<file path="config.mk">
export PLATFORM = sky130hd
export DESIGN_NAME = fb_pixel_writer
export DESIGN_NICKNAME = d
export VERILOG_FILES = /design/src/rtl/fb_pixel_writer_pkg.sv /design/src/rtl/fb_pixel_writer_raster_counter.sv /design/src/rtl/fb_pixel_writer.sv
export SDC_FILE = /design/constraint.sdc
export NUM_CORES = 1
export LEC_CHECK = 0
export BUFFER_PORTS_ARGS = -buffer_cell sky130_fd_sc_hd__buf_2
export CORE_MARGIN = 8
export CORE_UTILIZATION = 57
export CTS_CLUSTER_DIAMETER = 60
export CTS_CLUSTER_SIZE = 8
export DETAILED_ROUTE_END_ITERATION = 8
export GPL_TIMING_DRIVEN = 0
export PLACE_DENSITY = 0.81
export SETUP_SLACK_MARGIN = 0.02
export SYNTH_ARGS = -nofsm -noshare
export SYNTH_HDL_FRONTEND = slang
export SYNTH_SLANG_ARGS = --single-unit
</file>
<file path="constraint.sdc">
create_clock -name CLK -period 4.6 [get_ports CLK]
set_input_delay 0.69 -clock CLK [delete_from_list [all_inputs] [get_ports CLK]]
set_output_delay 0.69 -clock CLK [all_outputs]
set_load 0.05 [all_outputs]
</file>
<file path="src/rtl/fb_pixel_writer_pkg.sv">
// Shared image-size encodings, geometry constants and FSM state type for the
// framebuffer reader and writer, so both sides agree on the buffer packing.
package fb_pixel_writer_pkg;

    localparam int unsigned COORD_W = 10;

    localparam logic [1:0] IMG_HALF    = 2'd0;
    localparam logic [1:0] IMG_FULL    = 2'd1;
    localparam logic [1:0] IMG_QUARTER = 2'd2;

    localparam int unsigned FULL_W    = 320;
    localparam int unsigned FULL_H    = 240;
    localparam int unsigned HALF_W    = 160;
    localparam int unsigned HALF_H    = 120;
    localparam int unsigned QUARTER_W = 80;
    localparam int unsigned QUARTER_H = 60;

    localparam int unsigned H_DISPLAY = 640;
    localparam int unsigned V_DISPLAY = 480;

    typedef enum logic [1:0] {
        ST_IDLE  = 2'd0,
        ST_WRITE = 2'd1,
        ST_DONE  = 2'd2
    } state_t;

    // Encoding 3 is unused and falls back to the half-size image.
    function automatic logic [COORD_W-1:0] img_width(input logic [1:0] sel);
        case (sel)
            IMG_FULL:    return COORD_W'(FULL_W);
            IMG_QUARTER: return COORD_W'(QUARTER_W);
            default:     return COORD_W'(HALF_W);
        endcase
    endfunction

    function automatic logic [COORD_W-1:0] img_height(input logic [1:0] sel);
        case (sel)
            IMG_FULL:    return COORD_W'(FULL_H);
            IMG_QUARTER: return COORD_W'(QUARTER_H);
            default:     return COORD_W'(HALF_H);
        endcase
    endfunction

endpackage

</file>
<file path="src/rtl/fb_pixel_writer_raster_counter.sv">
// Raster-order x/y position with a running linear address kept equal to
// y*width + x by incrementing alongside the coordinates.
module raster_counter
    import fb_pixel_writer_pkg::*;
#(
    parameter int unsigned ADDR_W = 17
) (
    input  logic               clk,
    input  logic               rst_n,
    input  logic [COORD_W-1:0] i_width,
    input  logic [COORD_W-1:0] i_height,
    input  logic               i_clear,
    input  logic               i_advance,
    output logic [COORD_W-1:0] o_x,
    output logic [COORD_W-1:0] o_y,
    output logic [ADDR_W-1:0]  o_addr,
    output logic               o_last
);

    logic [COORD_W-1:0] r_x;
    logic [COORD_W-1:0] r_y;
    logic [ADDR_W-1:0]  r_addr;
    logic               w_x_end;

    assign w_x_end = (r_x == i_width - COORD_W'(1));

    always_ff @(posedge clk) begin
        if (!rst_n || i_clear) begin
            r_x    <= '0;
            r_y    <= '0;
            r_addr <= '0;
        end else if (i_advance) begin
            r_addr <= r_addr + ADDR_W'(1);
            if (w_x_end) begin
                r_x <= '0;
                r_y <= r_y + COORD_W'(1);
            end else begin
                r_x <= r_x + COORD_W'(1);
            end
        end
    end

    assign o_x    = r_x;
    assign o_y    = r_y;
    assign o_addr = r_addr;
    assign o_last = w_x_end && (r_y == i_height - COORD_W'(1));

endmodule

</file>
<file path="src/rtl/fb_pixel_writer.sv">
// Accepts a valid/ready pixel stream and writes one frame into the dual-port
// framebuffer in raster order, one pixel per cycle with one cycle of latency.
module fb_pixel_writer
    import fb_pixel_writer_pkg::*;
#(
    parameter int unsigned ADDR_W = 17,
    parameter int unsigned DATA_W = 8
) (
    input  logic               CLK,
    input  logic               RST_N,
    input  logic               START,
    input  logic               ABORT,
    input  logic [1:0]         IMAGE_STATE,
    input  logic [DATA_W-1:0]  PIX_DATA,
    input  logic               PIX_VALID,
    output logic               PIX_READY,
    output logic               W_EN,
    output logic [ADDR_W-1:0]  W_ADDR,
    output logic [DATA_W-1:0]  W_DATA,
    output logic [9:0]         X_OUT,
    output logic [9:0]         Y_OUT,
    output logic               BUSY,
    output logic               DONE
);

    state_t             r_state;
    state_t             w_state_next;
    logic [COORD_W-1:0] r_width;
    logic [COORD_W-1:0] r_height;
    logic               r_w_en;
    logic [ADDR_W-1:0]  r_w_addr;
    logic [DATA_W-1:0]  r_w_data;
    logic               w_accept;
    logic               w_clear;
    logic               w_last;
    logic [ADDR_W-1:0]  w_addr;
    logic [COORD_W-1:0] w_x;
    logic [COORD_W-1:0] w_y;

    always_ff @(posedge CLK) begin
        if (!RST_N) begin
            r_state <= ST_IDLE;
        end else begin
            r_state <= w_state_next;
        end
    end

    // A last beat that coincides with ABORT still completes the frame.
    always_comb begin
        w_state_next = r_state;
        w_clear      = 1'b0;
        w_accept     = 1'b0;
        case (r_state)
            ST_IDLE: begin
                if (START) begin
                    w_clear      = 1'b1;
                    w_state_next = ST_WRITE;
                end
            end
            ST_WRITE: begin
                w_accept = PIX_VALID;
                if (PIX_VALID && w_last) begin
                    w_state_next = ST_DONE;
                end else if (ABORT) begin
                    w_state_next = ST_IDLE;
                end
            end
            ST_DONE: begin
                w_state_next = ST_IDLE;
            end
            default: begin
                w_state_next = ST_IDLE;
            end
        endcase
    end

    always_ff @(posedge CLK) begin
        if (!RST_N) begin
            r_width  <= COORD_W'(HALF_W);
            r_height <= COORD_W'(HALF_H);
        end else if (w_clear) begin
            r_width  <= img_width(IMAGE_STATE);
            r_height <= img_height(IMAGE_STATE);
        end
    end

    always_ff @(posedge CLK) begin
        if (!RST_N) begin
            r_w_en   <= 1'b0;
            r_w_addr <= '0;
            r_w_data <= '0;
        end else begin
            r_w_en <= w_accept;
            if (w_accept) begin
                r_w_addr <= w_addr;
                r_w_data <= PIX_DATA;
            end
        end
    end

    raster_counter #(
        .ADDR_W (ADDR_W)
    ) u_raster (
        .clk       (CLK),
        .rst_n     (RST_N),
        .i_width   (r_width),
        .i_height  (r_height),
        .i_clear   (w_clear),
        .i_advance (w_accept),
        .o_x       (w_x),
        .o_y       (w_y),
        .o_addr    (w_addr),
        .o_last    (w_last)
    );

    assign PIX_READY = (r_state == ST_WRITE);
    assign BUSY      = (r_state != ST_IDLE);
    assign DONE      = (r_state == ST_DONE);
    assign W_EN      = r_w_en;
    assign W_ADDR    = r_w_addr;
    assign W_DATA    = r_w_data;
    assign X_OUT     = w_x;
    assign Y_OUT     = w_y;

endmodule

</file>
==> results of run 1 <==
-- power by group --
group | total (mW) | switching [mW] | internal, mW
Combinational | 0.0892 | 0.0592 | 0.0300
Sequential | 0.630 | 0.00739 | 0.622
Clock | 0.478 | 0.224 | 0.254
-- cell usage in the layout, fill, tap and decap left out, types with 2 or more instances in the layout --
master    netlist  routed
o211ai_1        4       4
mux2i_1         5       5
a211o_1         2       2
and3_1          3       3
dfxtp_1        71      71
nor3_1          4       4
o31ai_1         4       4
or2_2           2       2
ha_1            9       9
xnor2_1        11      11
nor2_1         35      35
inv_1          11      11
nand2_1        78      78
or3_1           6       6
clkbuf_8        0      13
a21oi_1        12      12
nand3_1        11      11
o21ai_0         6       6
clkbuf_1        9      10
buf_2           1      64
and2_1          3       3
xor2_1         20      20
a21boi_0       25      25
nand4_1        12      12
buf_1           5       5
or4_1           6       6
nor2b_1         4       4
-- registers in the layout, summed over array words and instances, names as in the netlist --
name             count
W_ADDR              17
r_state              2
u_raster.o_y        10
u_raster.o_addr     17
r_width              3
W_DATA               8
r_height             3
W_EN                 1
u_raster.o_x        10
-- Yosys cell counts, types with 2 or more instances --
cell type	number
nand2_1	78
and3_1	3
and2_1	3
mux2i_1	5
nand3_1	11
ha_1	9
o21ai_0	6
nor3_1	4
dfxtp_1	71
nor2_1	35
a21oi_1	12
clkbuf_1	9
buf_1	5
nor2b_1	4
xor2_1	20
a211o_1	2
or4_1	6
o211ai_1	4
xnor2_1	11
a21boi_0	25
or2_2	2
o31ai_1	4
inv_1	11
nand4_1	12
or3_1	6
-- area by class of cell --
| cell class | count | area (sq um) |
|---|---|---|
| Fill cell | 442 | 1670 |
| Multi-Input combinational cell | 272 | 1620 |
| Inverter | 11 | 41.3 |
| Tap cell | 72 | 90.1 |
| Timing Repair Buffer | 63 | 315 |
| Sequential cell | 71 | 1420 |
| Clock buffer | 14 | 183 |
| Buffer | 15 | 57.6 |
| Clock inverter | 2 | 12.5 |
-- worst max-delay path: stages (launching register included) --
cell	delay, ps
dfxtp_1	460
inv_1	110
ha_1	240
nand3b_1	90
o21ai_0	80
a211o_1	340
nand4_4	150
clkbuf_1	400
nand2_1	270
nor2_1	160
-- stage by stage --
| stage | hold WS, ps | cells |
|---|---|---|
| 2_1_floorplan | 453 | 369 |
| 4_1_cts | 465 | 520 |
| 3_3_place_gp | 447 | 504 |
| 5_1_grt | 486 | 520 |
| 3_5_place_dp | 456 | 504 |
| 6_report | 461 | 520 |
-- cells by family after synthesis --
group	share of synthesized area, %
AO/OA/AOI/OAI	11.6
XOR/XNOR	8.66
adder cells (fa/ha/maj)	3.59
buffers and inverters	3.15
flip-flops	45.3
multiplexers	1.60
AND/OR/NAND/NOR	26.1
-- metal layers --
metal  up-vias  track usage (%)  part of all wire (%)
met1      1282             21.0                    45
met2        78             28.1                    47
li1       1397                -                     -
met3        11             5.24                   6.2
met4         0             8.46                   1.8
met5         -                0                     0
-- final timing paths --
path         slack [ps]                      endpoint  cells after the start
min                 460        W_ADDR[4]$_SDFFE_PN0P_                      2
max reg2reg        2220  u_raster.o_x[7]$_SDFFE_PP0P_                      9
min reg2reg         460        W_ADDR[4]$_SDFFE_PN0P_                      2
max                2220  u_raster.o_x[7]$_SDFFE_PP0P_                      9
==> flow_metrics.env, run 1 <==
export IMPL_layout_setup_ws_ps=2220
export IMPL_cts_sinks=71
export IMPL_worstSetupPathType="reg -> reg"
export IMPL_fin_worst_skew_ps=2.58
export IMPL_coreArea_sq_um=5410
export IMPL_period_share_pct=51.8
export IMPL_start_util_pct=58.0
export IMPL_clk_pin_slew_worst_paths_ps=70
export IMPL_max_slew_margin_pct=66.3
export IMPL_cts_resized=0
export IMPL_grt_first_pass_wirelength_um=12000
export IMPL_worst_pin_slew_ps=506
export IMPL_portBuffers=63
export IMPL_antenna_found_initial=0
export IMPL_die_h_um=90.2
export IMPL_die_area_sq_um=8130
export IMPL_dp_hpwl_um=5280
export IMPL_nets=467
export IMPL_finalInstanceArea_sq_um=3740
export IMPL_yosys_warnings=0
export IMPL_synth_fp_nets=393
export IMPL_grt_use_total_pct=17.6
export IMPL_grt_pass1_vias=2670
export IMPL_n_antenna_cell=0
export IMPL_cap_violations=0
export IMPL_cts_root_buf="clkbuf_8"
export IMPL_finalSetupViolCount=0
export IMPL_drtIter0Drc=138
export IMPL_synth_cell_types=36
export IMPL_synth_edf_count=0
export IMPL_cp_data_required_time_ps=4870
export IMPL_drt_total_wl_um=7140
export IMPL_cts_path_max_buffers=2
export IMPL_final_setup_tns_ps=0
export IMPL_period_needed_ps=2380
export IMPL_syn_to_final_growth_pct=19.1
export IMPL_cts_tree="done"
export IMPL_drc=0
export IMPL_startpoint="r_height[2]$_SDFFE_PN0P_"
export IMPL_async_flop_share_pct=0
export IMPL_pre_cts_ws_ps=2050
export IMPL_antenna_left=0
export IMPL_die_x_um=90.2
export IMPL_p_leak_nw=1.54
export IMPL_crit_path_start_kind="flop"
export IMPL_drive_gt1_share_pct=18.5
export IMPL_status="finished clean"
export IMPL_clk_latency_ps=340
export IMPL_power_mw=1.20
export IMPL_synthTopCellsByArea="dfxtp_1, nand2_1, a21boi_0, xor2_1, nor2_1"
export IMPL_critPathMaxFanout=10
export IMPL_synth_top_area_share_pct=45.3
export IMPL_grt_max_degree=12
export IMPL_end_kind="flop"
export IMPL_post_drt_wl_per_cell_um=13.7
export IMPL_detail_route_vias_per_cell=5.32
export IMPL_final_max_slew_viol_count=0
export IMPL_cts_buffers=9
export IMPL_synth_flop_cell="dfxtp_1"
export IMPL_p_per_area_nw_per_um2=320
export IMPL_rsz0062_at_grt="false"
export IMPL_synth_seq_cells=71
export IMPL_ir_drop_uv=199
export IMPL_min_path_type="reg -> reg"
export IMPL_place_area_sq_um=3540
export IMPL_grt_overflow=0
export IMPL_cts_setup_buffers=0
export IMPL_cts_htree_levels=3
export IMPL_ys_seq_area_share_pct=45.3
export IMPL_worstHoldStart="W_ADDR[4]$_SDFFE_PN0P_"
export IMPL_rows=27
export IMPL_vias=2768
export IMPL_synth_cells=369
export IMPL_crit_arrival_ps=2660
export IMPL_hold_viol=0
export IMPL_globalplace_congestion=0.815
export IMPL_ios=64
export IMPL_syn_area_sq_um=3140
export IMPL_yosys_area_top_type="dfxtp_1"
export IMPL_r2r_start="r_height[2]$_SDFFE_PN0P_"
export IMPL_fmax_ghz=0.419
export IMPL_ctsHoldBuffers=0
export IMPL_drt_first_pass_iters=4
export IMPL_syn_avg_cell_area_sq_um=8.50
export IMPL_final_util_pct=69.1
Note: power is estimated with default switching activity, not from simulation.
==> inputs of run 2 (changes only) <==
--- a/config.mk
+++ b/config.mk
@@ -7,12 +7,12 @@
 export LEC_CHECK = 0
 export BUFFER_PORTS_ARGS = -buffer_cell sky130_fd_sc_hd__buf_2
 export CORE_MARGIN = 8
-export CORE_UTILIZATION = 57
+export CORE_UTILIZATION = 49
 export CTS_CLUSTER_DIAMETER = 60
 export CTS_CLUSTER_SIZE = 8
 export DETAILED_ROUTE_END_ITERATION = 8
 export GPL_TIMING_DRIVEN = 0
-export PLACE_DENSITY = 0.81
+export PLACE_DENSITY = 0.74
 export SETUP_SLACK_MARGIN = 0.02
 export SYNTH_ARGS = -nofsm -noshare
 export SYNTH_HDL_FRONTEND = slang
==> constraint.sdc (replaced) <==
create_clock -name CLK -period 2.1 [get_ports CLK]
set_input_delay 0.315 -clock CLK [delete_from_list [all_inputs] [get_ports CLK]]
set_output_delay 0.315 -clock CLK [all_outputs]
set_load 0.05 [all_outputs]
==> run 2 against run 1 <==
- total power increased by 130%
- utilization decreased by 6.8 points
- critical endpoint is now u_raster.o_y[9]$_SDFFE_PP0P_
- global-route usage decreased by 1.1 points
- highest routed layer unchanged
- flip-flop and latch count unchanged
- clock skew increased by 6.3 ps
==> flow_metrics.env, run 2 (synthesized netlist as in run 1, its figures left out) <==
export IMPL_status="finished clean"
export IMPL_crit_arrival_ps=2350
export IMPL_period_share_pct=98.3
export IMPL_intPower_mw=2.00
export IMPL_dp_hpwl_um=5230
export IMPL_die_h_um=96.0
export IMPL_worst_pin_slew_ps=497
export IMPL_p_per_area_nw_per_um2=689
export IMPL_dr_wl_met3_um=541
export IMPL_p_sw_share_pct=26.1
export IMPL_syn_to_final_growth_pct=24.8
export IMPL_cts_buffers=9
export IMPL_antenna_left=0
export IMPL_min_path_type="in -> reg"
export IMPL_place_area_sq_um=3550
export IMPL_ctsHoldBuffers=0
export IMPL_fmax_ghz=0.485
export IMPL_globalplace_congestion=0.788
export IMPL_end_kind="flop"
export IMPL_seq_power_share_pct=51.0
export IMPL_cts_htree_levels=3
export IMPL_clk_latency_ps=350
export IMPL_cap_violations=0
export IMPL_grt_pass1_vias=2581
export IMPL_pwr_share_clk_pct=40.9
export IMPL_die_area_sq_um=9220
export IMPL_final_util_pct=62.4
export IMPL_ios=64
export IMPL_start_util_pct=50.0
export IMPL_max_slew_margin_pct=66.8
export IMPL_rows=29
export IMPL_die_x_um=96.0
export IMPL_clk_pin_slew_worst_paths_ps=80
export IMPL_wl_met2_um=3250
export IMPL_cp_data_required_time_ps=2390
export IMPL_n_antenna_cell=0
export IMPL_fin_cells=535
export IMPL_p_switching_mw=0.703
export IMPL_cts_tree="done"
export IMPL_grt_use_total_pct=16.4
export IMPL_power_share_combinational_pct=8.1
export IMPL_grt_max_degree=14
export IMPL_final_max_slew_viol_count=0
export IMPL_nets=477
export IMPL_final_common_cell="nand2_1"
export IMPL_ff2ff_setup_slack_ps=40
export IMPL_drtIter0Drc=113
export IMPL_portBuffers=63
export IMPL_final_cell_mix="nand2_1, buf_2, dfxtp_1"
export IMPL_wl_met1_um=3420
export IMPL_drc=0
export IMPL_finalSetupViolCount=0
export IMPL_vias=2789
export IMPL_power_mw=2.70
export IMPL_cts_path_max_buffers=2
export IMPL_fin_worst_skew_ps=8.87
export IMPL_top_layer_used="met4"
export IMPL_grt_overflow=0
export IMPL_r2r_start="r_height[2]$_SDFFE_PN0P_"
export IMPL_critPathMaxFanout=5
export IMPL_coreArea_sq_um=6280
export IMPL_antenna_found_initial=0
export IMPL_startpoint="r_height[2]$_SDFFE_PN0P_"
export IMPL_drt_total_wl_um=7320
export IMPL_cts_root_buf="clkbuf_8"
export IMPL_worstSetupPathType="reg -> reg"
export IMPL_rsz0062_at_grt="true"
export IMPL_grt_first_pass_wirelength_um=12000
export IMPL_p_leak_nw=1.62
export IMPL_drive_gt1_share_pct=24.9
export IMPL_cts_sinks=71
export IMPL_hold_viol=0
export IMPL_crit_path_start_kind="flop"
export IMPL_worstHoldStart="PIX_DATA[1]"
export IMPL_finalInstanceArea_sq_um=3920
export IMPL_post_drt_wl_per_cell_um=13.7
export IMPL_ir_drop_uv=437
export IMPL_drt_first_pass_iters=4
export IMPL_period_needed_ps=2060
export IMPL_detail_route_vias_per_cell=5.21
export IMPL_dp_cells=509
-- run 2: cell count changes in the layout (fill, tap and decap cells not counted), sizes merged --
cell / before / now
clkbuf: 23 / 18
clkinvlp: 1 / 3
buf: 69 / 79
bufinv: 0 / 1
inv: 11 / 12
nand4: 13 / 14
-- run 2: area by class of cell --
type                    count  area, sq um
well taps                  77         96.3
plain buffers              15         71.3
fillers                   559         2360
clock inverters             6         70.1
repair buffers             72          383
inverters                  11         41.3
multi-input cells         273         1690
clock buffers              10          128
flip-flops and latches     71         1440
-- run 2: worst max-delay path, cell delays in order (launching register included) --
cell	delay (ps)
dfxtp_4	370
inv_1	60
ha_2	320
xor2_1	150
nand2_1	130
nor2_4	140
nand4_4	150
or4_4	540
a21oi_2	130
-- run 2: path summary, 6_finish.rpt --
kind / end / cells past startpoint
hold reg to reg: W_ADDR[1]$_SDFFE_PN0P_ / 2
hold / removal: W_DATA[1]$_SDFFE_PN0P_ / 3
setup reg to reg: u_raster.o_y[9]$_SDFFE_PP0P_ / 8
setup / recovery: u_raster.o_y[9]$_SDFFE_PP0P_ / 8
-- run 2: timing repair --
| item | in CTS | in global routing |
|---|---|---|
| gates resized for setup | 18 | 12 |
| buffers inserted | 1 | 8 |
| gates cloned | 1 | 0 |
| pin swaps | 3 | 9 |
| setup endpoints to repair | 33 | 26 |
-- run 2: power groups by stage --
stage          Sequential (mW)  Combinational, mW  Clock, mW
2_1_floorplan             1.43              0.116          0
3_3_place_gp              1.41              0.192          0
3_5_place_dp              1.41              0.195          0
4_1_cts                   1.38              0.203       1.12
5_1_grt                   1.38              0.242       1.17
6_report                  1.38              0.219       1.10
-- run 2: routing by layer --
metal / vias to the layer above / GRT usage [%]
met5: - / 0
met3: 10 / 4.60
met2: 65 / 25.1
met4: 0 / 6.91
li1: 1421 / -
met1: 1293 / 21.2
-- run 2: through the flow --
stage	worst slack, ps	hold WS, ps	TNS, ps
2_1_floorplan	63.7	452	0
3_3_place_gp	-173	446	-2140
3_5_place_dp	-258	453	-3140
4_1_cts	29.6	193	0
5_1_grt	-63.4	203	-234
6_report	36.5	202	0
